[config.mk]
export PLATFORM = sky130hd
export DESIGN_NAME = ch_count_bank
export DESIGN_NICKNAME = d
export VERILOG_FILES = /design/src/rtl/ch_count_pkg.sv /design/src/rtl/inc_dec_n.sv /design/src/rtl/ch_count_bank.sv
export SDC_FILE = /design/constraint.sdc
export NUM_CORES = 1
export LEC_CHECK = 0
export CAP_MARGIN = 10
export CORE_ASPECT_RATIO = 1.25
export CORE_MARGIN = 5
export CORE_UTILIZATION = 50
export CTS_CLUSTER_SIZE = 28
export DETAILED_ROUTE_END_ITERATION = 10
export GPL_TIMING_DRIVEN = 0
export MAX_ROUTING_LAYER = met4
export PLACE_DENSITY = 0.69
export SLEW_MARGIN = 40
export SYNTH_ARGS = -nofsm -noshare
export SYNTH_HDL_FRONTEND = slang
export SYNTH_HIERARCHICAL = 1
export SYNTH_SLANG_ARGS = --single-unit
[constraint.sdc]
create_clock -name CLK -period 5.89 [get_ports CLK]
set_clock_uncertainty 0.15 [all_clocks]
set_input_delay 0.8835 -clock CLK [delete_from_list [all_inputs] [get_ports CLK]]
set_output_delay 0.8835 -clock CLK [all_outputs]
set_load 0.005 [all_outputs]
[src/rtl/ch_count_pkg.sv]
// rtl/ch_count_pkg.sv - shared constants and types for the channel counter bank
// Purpose: mode selectors, default geometry and channel-index width helper,
//          shared between the counter bank and the sorter control.
// Ports:   none (package)
package ch_count_pkg;

  localparam int MODE_WRAP  = 0;
  localparam int MODE_SAT   = 1;

  localparam int DEF_WIDTH  = 15;
  localparam int DEF_NUM_CH = 8;

  typedef enum logic {
    DIR_UP = 1'b0,
    DIR_DN = 1'b1
  } dir_e;

  // Index width for n channels; never narrower than one bit.
  function automatic int ch_w(input int n);
    return (n > 1) ? $clog2(n) : 1;
  endfunction

endpackage

[src/rtl/inc_dec_n.sv]
// rtl/inc_dec_n.sv - combinational WIDTH-bit increment/decrement by one
// Purpose: sum = a + 1 (dn=0) or a - 1 (dn=1), co = carry out on up, borrow on down.
// Ports:   a   in  WIDTH  operand
//          dn  in  1      0: increment, 1: decrement
//          sum out WIDTH  result modulo 2^WIDTH
//          co  out 1      carry (up at all-ones) or borrow (down at zero)
module inc_dec_n #(
  parameter int WIDTH = 15
) (
  input  logic [WIDTH-1:0] a,
  input  logic             dn,
  output logic [WIDTH-1:0] sum,
  output logic             co
);

  localparam logic [WIDTH:0] ONE = (WIDTH+1)'(1);

  logic [WIDTH:0] ext;
  logic [WIDTH:0] res;

  // One extra bit catches the carry on increment and, through wrap of the
  // extended value, the borrow on decrement from zero.
  assign ext       = {1'b0, a};
  assign res       = dn ? (ext - ONE) : (ext + ONE);
  assign {co, sum} = res;

endmodule

[src/rtl/ch_count_bank.sv]
// rtl/ch_count_bank.sv - bank of per-channel up/down occupancy counters
// Purpose: NUM_CH WIDTH-bit counters updated through a two-stage pipeline
//          (S1 request register, S2 read-modify-write commit), wrap or saturate
//          mode, sticky per-channel overflow flags, sync clear, registered read.
// Ports:   CLK      in  1       clock
//          RSTn     in  1       asynchronous active-low reset
//          UPD      in  1       update request valid
//          UPD_CH   in  CH_W    channel to update (>= NUM_CH ignored)
//          UPD_DN   in  1       0: +1, 1: -1
//          CLR      in  1       synchronous clear of counters, flags, pending request
//          RD_CH    in  CH_W    read channel select
//          RD_DATA  out WIDTH   counter[RD_CH], one cycle latency
//          OVF      out NUM_CH  sticky overflow/underflow flags
//          BUSY     out 1       S1 holds an uncommitted request
module ch_count_bank
  import ch_count_pkg::*;
#(
  parameter int WIDTH    = DEF_WIDTH,
  parameter int NUM_CH   = DEF_NUM_CH,
  parameter int CH_W     = ch_w(NUM_CH),
  parameter int SATURATE = MODE_SAT
) (
  input  logic              CLK,
  input  logic              RSTn,
  input  logic              UPD,
  input  logic [CH_W-1:0]   UPD_CH,
  input  logic              UPD_DN,
  input  logic              CLR,
  input  logic [CH_W-1:0]   RD_CH,
  output logic [WIDTH-1:0]  RD_DATA,
  output logic [NUM_CH-1:0] OVF,
  output logic              BUSY
);

  localparam logic [CH_W:0] CH_LIMIT = (CH_W+1)'(NUM_CH);
  localparam bit            SAT_EN   = (SATURATE == MODE_SAT);

  logic [WIDTH-1:0]  cnt [NUM_CH];
  logic [NUM_CH-1:0] ovf;
  logic [WIDTH-1:0]  rd_data;

  logic              s1_vld;
  logic [CH_W-1:0]   s1_ch;
  dir_e              s1_dn;

  logic              upd_ok;
  logic [WIDTH-1:0]  cur;
  logic [WIDTH-1:0]  rd_sel;
  logic [WIDTH-1:0]  sum;
  logic              co;
  logic [WIDTH-1:0]  nxt;

  assign upd_ok = UPD && ({1'b0, UPD_CH} < CH_LIMIT);

  // Channel muxes; an index with no matching channel reads as zero.
  always_comb begin
    cur    = '0;
    rd_sel = '0;
    for (int i = 0; i < NUM_CH; i++) begin
      if (s1_ch == CH_W'(i)) cur    = cnt[i];
      if (RD_CH == CH_W'(i)) rd_sel = cnt[i];
    end
  end

  inc_dec_n #(.WIDTH(WIDTH)) u_inc_dec (
    .a   (cur),
    .dn  (s1_dn == DIR_DN),
    .sum (sum),
    .co  (co)
  );

  // On carry/borrow, saturating mode keeps the current value (already at the rail).
  assign nxt = (co && SAT_EN) ? cur : sum;

  always_ff @(posedge CLK or negedge RSTn) begin
    if (!RSTn) begin
      for (int i = 0; i < NUM_CH; i++) cnt[i] <= '0;
      ovf     <= '0;
      rd_data <= '0;
      s1_vld  <= 1'b0;
      s1_ch   <= '0;
      s1_dn   <= DIR_UP;
    end else if (CLR) begin
      for (int i = 0; i < NUM_CH; i++) cnt[i] <= '0;
      ovf     <= '0;
      rd_data <= '0;
      s1_vld  <= 1'b0;
    end else begin
      s1_vld  <= upd_ok;
      s1_ch   <= UPD_CH;
      s1_dn   <= dir_e'(UPD_DN);
      // Read samples the pre-edge counter value, so a same-edge commit shows next cycle.
      rd_data <= rd_sel;
      for (int i = 0; i < NUM_CH; i++) begin
        if (s1_vld && (s1_ch == CH_W'(i))) begin
          cnt[i] <= nxt;
          if (co) ovf[i] <= 1'b1;
        end
      end
    end
  end

  assign RD_DATA = rd_data;
  assign OVF     = ovf;
  assign BUSY    = s1_vld;

endmodule

# After elaboration in Yosys (flattened, before gate mapping)

Cells that the tools add are included.
W data, S select, Z words.

Output and inout bits: 24
Logic and storage cells: 102
Bits of input ports: 11
Register bits after elaboration: 148

Multiplexer cells: 39
Reductions and logical operators: 27
$add $sub $neg: 2
Equal/unequal tests: 14

Operators with widths:

| cell                    | number |
|---|---|
| $mux W15                | 26 |
| $mux W120               | 1 |
| $eq A3 B3 Y1 const B    | 8 |
| $reduce_bool A2 Y1      | 9 |
| $add A15 B1 Y16 const B | 1 |
| $mux W16                | 1 |
| $reduce_and A2 Y1       | 8 |
| $sub A15 B1 Y16 const B | 1 |
| $eq A3 B2 Y1 const B    | 4 |
| $mux W1                 | 10 |
| $logic_and A1 B1 Y1     | 8 |
| $mux W8                 | 1 |
| $eq A3 B1 Y1 const B    | 2 |
| $logic_not A3 Y1        | 2 |

# Depth between registers and ports, before layout

Gate-level depths: netlist of run 1.

Depth in word-level cells: 14
Depth in mapped cells: 20
Gate-level depth less buffers: 14

# Cells and area by module

Netlist of run 1, hierarchy kept.

Modules (own cells, without submodules):

| module        | area an instance (sq um) | cells each | instances |
|---|---|---|---|
| ch_count_bank | 8605.8                   | 873        | 1 |
| inc_dec_n     | 810.8                    | 106        | 1 |

# Worst setup path after synthesis of run 1

OpenSTA, ideal clock, no wires.

Path type: flip-flop to flip-flop
Start point: reg s1_ch[1]
End point: reg cnt[60] (netlist bit)
Clock period less this slack: 4.082 ns
Slack: 1.808 ns
Arrival: 3.836 ns
Path buffers: 7
Setup time: 0.096 ns
Cell stages (with the launch flop): 19
Path through: dfrtp_1 buf_6 buf_8 buf_6 or2_2 a221oi_4 o21ai_0 ha_1 clkbuf_1 nand2_1 o21ai_0 a21oi_1 o31ai_2 xor2_1 buf_2 clkbuf_1 buf_2 o2111ai_2 a311oi_2

Word-level cells in the longest chain between the ends: 14
Elaborated cells on any way between the ends: 24
Classes of those cells: add/sub (2); eq/ne (7); mux (12); reduce/logical (3)

RTL lines:

| what                                                      | RTL line            | source |
|---|---|---|
| start: declaration                                        | ch_count_bank.sv:43 | `logic [CH_W-1:0] s1_ch;` |
| start signal: assignment                                  | ch_count_bank.sv:81 | `s1_ch <= '0;` |
| start signal: assignment                                  | ch_count_bank.sv:90 | `s1_ch <= UPD_CH;` |
| $logic_not A3 Y1                                          | ch_count_bank.sv:60 | `if (s1_ch == CH_W'(i)) cur = cnt[i];` |
| $mux W15 (7 in a row)                                     | ch_count_bank.sv:60 |  |
| $mux W15 *                                                | ch_count_bank.sv:60 |  |
| via cur[10]                                               | ch_count_bank.sv:47 | `logic [WIDTH-1:0] cur;` |
| $add A15 B1 Y16 / $sub A15 B1 Y16 (equally long branches) | inc_dec_n.sv:24     | `assign res = dn ? (ext - ONE) : (ext + ONE);` |
| $mux W16 *                                                | inc_dec_n.sv:24     |  |
| via co                                                    | ch_count_bank.sv:50 | `logic co;` |
| $mux W15 *                                                | ch_count_bank.sv:73 | `assign nxt = (co && SAT_EN) ? cur : sum;` |
| $mux W15 *                                                | ch_count_bank.sv:95 | `if (s1_vld && (s1_ch == CH_W'(i))) begin` |
| $mux W120 *                                               | ch_count_bank.sv:83 | `end else if (CLR) begin` |
| end signal: indexed assignment                            | ch_count_bank.sv:96 | `cnt[i] <= nxt;` |
| end: declaration                                          | ch_count_bank.sv:38 | `logic [WIDTH-1:0] cnt [NUM_CH];` |

The timed path passes the listed nets; every way through them passes the cells marked *. The select of a mux whose other input is x is not followed.
A chain may end at the register's enable or synchronous reset.

# Worst setup path after layout of run 1

Start point: reg s1_ch[0]
End point: reg cnt[64] (netlist bit)

Same word-level chain as after synthesis.

==> metrics.cfg, run 1 <==
[floorplan]
die-area_sq_um=21700
core_area_sq_um=18600
start_util=0.505
fp.dieW_microns=133
num_rows=56
die_h_microns=163
ios=35

[sta]
totalNegativeSetupSlack_ns=0
slew_headroom=0.364
worstMarginPinSlew_ns=0.953
setup_viol=0
hold_viol=0
grt_setup_unrepaired=false
fin_crit_sh=0.945
finalCriticalPeriod_ns=5.57
maxSlewViolCount=0
timing.fmax_ghz=0.180
finalHoldWorstSlack_ns=0.171

[yosys]
ys_warn_count=6
synthesis.instances=979
synth.area.mux_share=0.105
synth_cell_types=73
syn_area_sq_um=9420
synth_fa_ha_area_frac=0.0207
ys_seq_area_frac=0.393
synth_xor_xnor_area_share=0.00930
syn_avg_cell_area_sq_um=9.62
async_flop_share=1.00
ys.flop_type=dfrtp_1
synth_nets=1005
yosys.area.top_type=dfrtp_1
synth-simple-area-share=0.140
ys_ff_latch=148
synth-compound-area-share=0.270
synth_edf_count=0
synth_top_family_by_area=compound AO/OA/AOI/OAI gates
synth.top_cell.area_share=0.393
synthTopCellsByArea=dfrtp_1, mux2i_1, nor2_1

[clock_tree]
clock-sinks=148
post_cts_buffers=0
cts_hold_buf=0
tritoncts=done
clk_path_buf_depth=2
cts_max_level=4
clk_latency_ns=0.44
clk_pin_slew_ns=0.06
cts_buffers=17
cts_resized=0
clock-root-buffer=clkbuf_16

[grt]
grt_pass1_wl_mm=53.0
grt_overflow=0
track_usage=0.340
grt_pass1_vias=8316
antenna_found_initial=0
grt_max_degree=58

[drt]
wire_per_inst_microns=28.3
top_layer=met4
wl_met1_mm=14.0
dr.pass1.iters=5
met3_wirelength_mm=3.88
wl_mm=36.1
vias_per_cell=7.00
dr_wl_met2_mm=15.9
route.antenna.remaining_nets=0
drc_errors=0
dr_total_vias=8949
drt-initial-drc-count=1281

[placement]
place_inst=1246
place_congestion=1.02
port_buffers=32
hpwl_mm=23.9

[pwr]
p_switching_w=0.00119
p_leak_nw=4.39
ir_worst_vdd_mv=0.212
switching_share=0.378
p_clk_frac=0.330
p_int_w=0.00196
p_comb_frac=0.325
seq_power_share=0.345
p_per_area_nw_per_um2=296

[finish]
area_growth_pct=13.0
final_core_util=0.571
finalNonFillerCells=1278
diodes=0
fin_nets=1059
fillCellCount=1671
drive_above_1_share=0.136

[setup_path]
crit_path_start_kind=register
r2r_setup_slack_ns=0.32
worstPathArrival_ns=5.76
path_class=register to register
worstReg2RegEnd=cnt[64]
worstRegToRegCells=15
cp.required_ns=6.08
endpoint_kind=register
crit_fanout=10
r2r_start=s1_ch[0]

[run]
max_cap_violations=0

[run_status]
status=finished, final reports clean

[min_path]
hold_class=input pin to async pin

synthesized netlist by cell type, types with 13 or more instances:
| library cell | n |
|---|---|
| dfrtp_1 | 148 |
| nor2_1 | 148 |
| mux2i_1 | 81 |
| a311oi_1 | 59 |
| a21oi_1 | 56 |
| a211oi_1 | 55 |
| buf_2 | 39 |
| clkbuf_1 | 39 |
| nand2_1 | 38 |
| o21ai_0 | 20 |
| nand3b_1 | 18 |
| nand3_1 | 16 |
| ha_1 | 14 |
| inv_1 | 13 |
| nand2b_1 | 13 |
flip-flops by register name (all words and copies together), names as in the netlist:
register / cells
s1_dn: 1
cnt: 120
RD_DATA: 15
BUSY: 1
s1_ch: 3
OVF: 8
placed cells by master, fill, tap and decap left out, types with 6 or more instances in the layout:
cell             instances
a2111oi_0               11
nand2b_1                13
ha_1                    14
mux2_2                  10
buf_1                   11
a211oi_1                55
clkinv_2                 8
o22a_1                  11
a21oi_1                 56
nor2b_1                 10
o21ai_0                 20
clkbuf_1                37
nand2_1                 38
nand4_1                  9
buf_2                   40
nor2_1                 148
buf_4                    6
dfrtp_1                148
nand3_1                 16
nand3b_1                18
a21o_1                   8
o211a_1                  9
a311oi_1                59
clkdlybuf4s50_1         31
a31oi_1                  7
a22oi_2                  8
o211ai_1                 8
a2bb2oi_1                8
mux2i_1                 81
o32ai_1                  6
inv_1                   13
clkbuf_16               17
cells by family after synthesis:
kind of cell / count (synthesis)
xor gates and xnor gates: 10
buffers and inverters: 118
adders and majority gates: 15
muxes: 94
DFF: 148
and+or+nand+nor: 280
AOI/OAI and AO/OA: 314
layer usage:
metal	GRT usage	vias up
met2	0.499	634
met1	0.439	4336
met3	0.0693	166
li1	-	3813
met5	-	-
met4	0.194	0
worst max path at each step:
stage / startpoint / to / slack, ns
after floorplan: s1_ch[1] / cnt[60] / 1.81
after global placement: RSTn / cnt[16] / -2.48
after detailed placement: s1_ch[0] / cnt[64] / 0.44
after CTS: s1_ch[0] / cnt[77] / 0.42
after global routing: s1_ch[0] / cnt[77] / 0.07
final: s1_ch[0] / cnt[64] / 0.32
critical path, cell delays in order, from the launching register on:
cell	delay, ns
dfrtp_1	0.42
buf_4	0.20
buf_2	0.41
buf_1	0.66
o211a_1	0.38
ha_1	0.28
a211oi_1	0.28
o21bai_2	0.13
a31oi_2	0.42
o31ai_2	0.12
xor2_1	0.13
buf_2	0.21
clkbuf_1	0.46
buf_2	0.49
o2111ai_2	0.36
a311oi_2	0.34
power groups by stage:
stage,combinational (W),sequential (W),clock (W)
final,0.00102,0.00109,0.00104
after global routing,0.00108,0.00109,0.00107
after CTS,0.000994,0.00108,0.00103
after detailed placement,0.000989,0.00110,0
after global placement,0.000977,0.00110,0
after floorplan,0.000671,0.00109,0
cell type report:
| type | instances | area (sq um) | area share |
|---|---|---|---|
| sequential | 148 | 3700 | 0.348 |
| inverter | 15 | 56.3 | 0.00529 |
| timing repair buffer | 35 | 388 | 0.0364 |
| multi-input combinational | 713 | 5140 | 0.483 |
| clock buffer | 18 | 429 | 0.0403 |
| buffer | 103 | 526 | 0.0494 |
| tap | 232 | 290 | 0.0273 |
| clock inverter | 14 | 113 | 0.0106 |
through the flow:
stage | setup WS [ns] | instance area, sq um | power, W
floorplan | 1.81 | 9420 | 0.00176
global placement | -2.48 | 10000 | 0.00208
detailed placement | 0.436 | 10100 | 0.00209
CTS | 0.417 | 10600 | 0.00311
global route | 0.0746 | 10600 | 0.00324
finish | 0.323 | 10600 | 0.00315
Note: power is estimated with default switching activity, not from simulation.
==> run 2, diff against run 1 <==
CTS_CLUSTER_SIZE = unset   (was 28)
REMOVE_ABC_BUFFERS = 1   (was unset)
==> run 2 against run 1 <==
Net effect:
- register-to-register slack lost 0.04 ns
- first-iteration DRC count shrank 46%
- maximum frequency shrank 0.73%
- sequential cell count is the same
- routed wire length shrank 27%
- clock-buffer cell count grew 8
- critical path depth grew 1
- critical endpoint is now cnt[10]
- largest power group is now clock
- highest routed layer unchanged
==> metrics.cfg, run 2 (same netlist as run 1, synthesis figures left out) <==
[sta]
worstMarginPinSlew_ns=0.833
finalCriticalPeriod_ns=5.61
fin_crit_sh=0.952
hold_viol=0
maxSlewViolCount=0
totalNegativeSetupSlack_ns=0
grt_setup_unrepaired=false
timing.fmax_ghz=0.178
setup_viol=0
finalHoldWorstSlack_ns=0.146
slew_headroom=0.444

[grt]
antenna_found_initial=0
grt_pass1_wl_mm=43.3
track_usage=0.256
grt_overflow=0
grt_max_degree=78
grt_pass1_vias=7988

[drt]
drt-initial-drc-count=695
wl_mm=26.4
dr_total_vias=7952
dr.pass1.iters=5
wire_per_inst_microns=22.1
drc_errors=0
vias_per_cell=6.65
route.antenna.remaining_nets=0

[pwr]
p_per_area_nw_per_um2=302
ir_worst_vdd_mv=0.219
p_leak_nw=4.28

[placement]
place_congestion=0.904
hpwl_mm=16.6
place_area_sq_um=9990
port_buffers=34

[clock_tree]
clock-root-buffer=clkbuf_16
tritoncts=done
cts_buffers=17
cts_max_level=4
post_cts_buffers=0
clock-sinks=148
clk_path_buf_depth=2
clk_latency_ns=0.43
cts_hold_buf=0
cts_resized=0
clk_pin_slew_ns=0.06

[setup_path]
worstRegToRegCells=16
r2r_setup_slack_ns=0.28
worstPathArrival_ns=5.79
cp.required_ns=6.08
crit_path_start_kind=register
critPathCapture=cnt[10]
r2r_start=s1_ch[1]
cp-startpoint=s1_ch[1]
worstReg2RegEnd=cnt[10]
crit_fanout=38
path_class=register to register
endpoint_kind=register

[finish]
fin_nets=976
regMostFlops=cnt
layout_common_cells=nor2_1, dfrtp_1, mux2i_1, a311oi_1, a21oi_1
largest_reg_flops=120
stdcell_area_sq_um=10700
drive_above_1_share=0.125
area_growth_pct=13.1
fillCellCount=1607
mostFrequentLayoutCell=nor2_1
diodes=0

[floorplan]
die-area_sq_um=21700
start_util=0.505
ios=35
fp.dieW_microns=133
num_rows=56
die_h_microns=163
core_area_sq_um=18600

[min_path]
hold_class=input pin to async pin

[run_status]
status=finished, final reports clean

[run]
max_cap_violations=0

## run 2: worst min-delay path by stage
stage                      end  slack, ns
floorplan               OVF[0]       0.34
global placement        OVF[7]       0.33
detailed placement      OVF[3]       0.34
CTS                 RD_DATA[5]       0.14
global route        RD_DATA[5]       0.14
finish              RD_DATA[5]       0.15
## run 2: power breakdown
part	internal, W	total (W)	switching [W]
combinational	0.000324	0.000905	0.000581
clock	0.000780	0.00121	0.000428
sequential	0.00105	0.00110	0.0000506
total	0.00216	0.00322	0.00106
## run 2: critical path, stage by stage, from the launching register on
cell       delay (ns)
dfrtp_4          0.53
buf_12           0.26
buf_12           0.27
mux2i_1          0.22
o2bb2ai_1        0.13
a221oi_4         0.46
o21ai_0          0.21
ha_1             0.53
and4_1           0.32
nand3_1          0.20
o31ai_2          0.39
xor2_4           0.54
buf_8            0.25
nand4_1          0.34
nand2_1          0.36
nand2_1          0.09
a21oi_1          0.19
## run 2: metal layers
metal	vias up	wire length, microns	GRT usage
met3	65	1570	0.0370
met5	-	0	-
met4	0	679	0.0907
met1	3928	11300	0.327
met2	301	12900	0.420
li1	3658	-	-
## run 2: area by class of cell
type | count | area [sq um] | share of cell area
clock buffers | 26 | 519 | 0.0488
clock inverters | 6 | 138 | 0.0129
inverters | 15 | 56.3 | 0.00529
multi-input cells | 713 | 5200 | 0.488
flip-flops and latches | 148 | 3720 | 0.349
well taps | 232 | 290 | 0.0273
repair buffers | 55 | 733 | 0.0688
## run 2: stage by stage
step | utilization | worst slack, ns | power [W] | cells
3_3_place_gp | 0.511 | -4.75 | 0.00197 | 1142
6_report | 0.571 | 0.283 | 0.00322 | 1195
5_1_grt | 0.571 | 0.0666 | 0.00336 | 1195
2_1_floorplan | - | -1.21 | 0.00170 | 876
4_1_cts | 0.571 | 0.366 | 0.00321 | 1195
3_5_place_dp | 0.536 | 0.426 | 0.00201 | 1163
==> run 3, diff against run 2 <==
SETUP_SLACK_MARGIN = 0.1   (was unset)
SKIP_LAST_GASP = 1   (was unset)
==> run 3 against run 2 <==
Net effect:
- maximum frequency grew 7.5%
- cell area grew 0.14%
- global-route usage unchanged
- total power is 0.18% higher
- sequential share of layout area about the same
- critical path depth unchanged
- critical endpoint unchanged
- largest cell class unchanged
==> metrics.cfg, run 3 (same netlist as run 1, synthesis figures left out) <==
[run_status]
status=finished, final reports clean

[setup_path]
r2r_setup_slack_ns=0.67
path_class=register to register
cp.required_ns=6.07
crit_path_start_kind=register
worstPathArrival_ns=5.40
crit_fanout=38
endpoint_kind=register

[drt]
wl_mm=26.4
drt-initial-drc-count=671
wire_per_inst_microns=22.1
dr.pass1.iters=5
vias_per_cell=6.63
drc_errors=0
route.antenna.remaining_nets=0
dr_total_vias=7932

[floorplan]
fp.dieW_microns=133
num_rows=56
ios=35
die_h_microns=163
core_area_sq_um=18600
start_util=0.505
die-area_sq_um=21700

[pwr]
p_per_area_nw_per_um2=302
ir_worst_vdd_mv=0.219
totalPowerFinal_w=0.00322
p_leak_nw=4.29

[clock_tree]
clk_latency_ns=0.43
clk_path_buf_depth=2
cts_buffers=17
post_cts_buffers=0
clk_pin_slew_ns=0.06
cts_max_level=4
cts_resized=0
clock-sinks=148
clock-root-buffer=clkbuf_16
tritoncts=done
cts_hold_buf=0

[grt]
track_usage=0.256
grt_pass1_vias=7988
grt_max_degree=78
antenna_found_initial=0
grt_overflow=0
grt_pass1_wl_mm=43.3

[finish]
drive_above_1_share=0.126
regMostFlops=cnt
largest_reg_flops=120
final_core_util=0.572
layout_common_cells=nor2_1, dfrtp_1, mux2i_1, a311oi_1, a21oi_1
diodes=0
area_growth_pct=13.3
mostFrequentLayoutCell=nor2_1
fin_nets=978

[sta]
maxSlewViolCount=0
slew_headroom=0.422
hold_viol=0
grt_setup_unrepaired=false
fin_crit_sh=0.886
worstMarginPinSlew_ns=0.866
timing.fmax_ghz=0.192
finalCriticalPeriod_ns=5.22
setup_viol=0

[run]
max_cap_violations=0

[placement]
port_buffers=34
place_congestion=0.904
hpwl_mm=16.6

[min_path]
hold_class=input pin to async pin

[run 3: cell count changes in the layout (fill, tap and decap cells not counted)]
cell / change
buf_4: +2
[run 3: power by group]
group | leakage [nW] | total [W] | internal [W] | switching, W
clock | 0.321 | 0.00121 | 0.000781 | 0.000427
sequential | 2.03 | 0.00111 | 0.00105 | 0.0000509
combinational | 1.94 | 0.000911 | 0.000330 | 0.000581
total | 4.29 | 0.00322 | 0.00216 | 0.00106
[run 3: critical path, stage by stage, from the launching register on]
cell and delay (ns):
dfrtp_4 0.53, buf_12 0.27, buf_12 0.27, mux2i_1 0.22
o2bb2ai_1 0.13, a221oi_4 0.46, o21ai_0 0.21, ha_1 0.53
and4_1 0.32, nand3_1 0.20, o31ai_2 0.39, xor2_4 0.22
buf_8 0.20, nand4_1 0.33, nand2_1 0.36, nand2_1 0.10
a21oi_1 0.19
[run 3: per-stage QoR]
| stage | setup WS (ns) | cell area (sq um) | hold WS [ns] | setup TNS [ns] | cells |
|---|---|---|---|---|---|
| floorplan | -1.21 | 8900 | 0.336 | -128.68 | 876 |
| detailed placement | 0.426 | 9990 | 0.340 | 0 | 1163 |
| CTS | 0.366 | 10600 | 0.143 | 0 | 1195 |
| global placement | -4.75 | 9530 | 0.328 | -916.24 | 1142 |
| finish | 0.674 | 10700 | 0.147 | 0 | 1197 |
| global route | 0.460 | 10700 | 0.144 | 0 | 1197 |
[run 3: layout make-up]
class	instances	area, sq um
clock buffer	26	519
clock inverter	6	138
fill	1605	7970
inverter	15	56.3
multi-input combinational	713	5200
sequential	148	3720
tap	232	290
timing repair buffer	57	748
[run 3: final timing paths]
check,from,to,cells past startpoint
setup / recovery,s1_ch[1],cnt[10],16
hold / removal,RSTn,RD_DATA[5],1
setup reg to reg,s1_ch[1],cnt[10],16
hold reg to reg,OVF[2],OVF[2],2
max in group asynchronous,RSTn,cnt[114],2
min in group CLK,OVF[2],OVF[2],2
[run 3: per-layer routing]
layer	track usage	routed length (microns)	vias to the layer above
li1	-	-	3649
met1	0.327	11400	3942
met2	0.420	13000	282
met3	0.0370	1390	59
met4	0.0907	656	0
met5	-	0	-
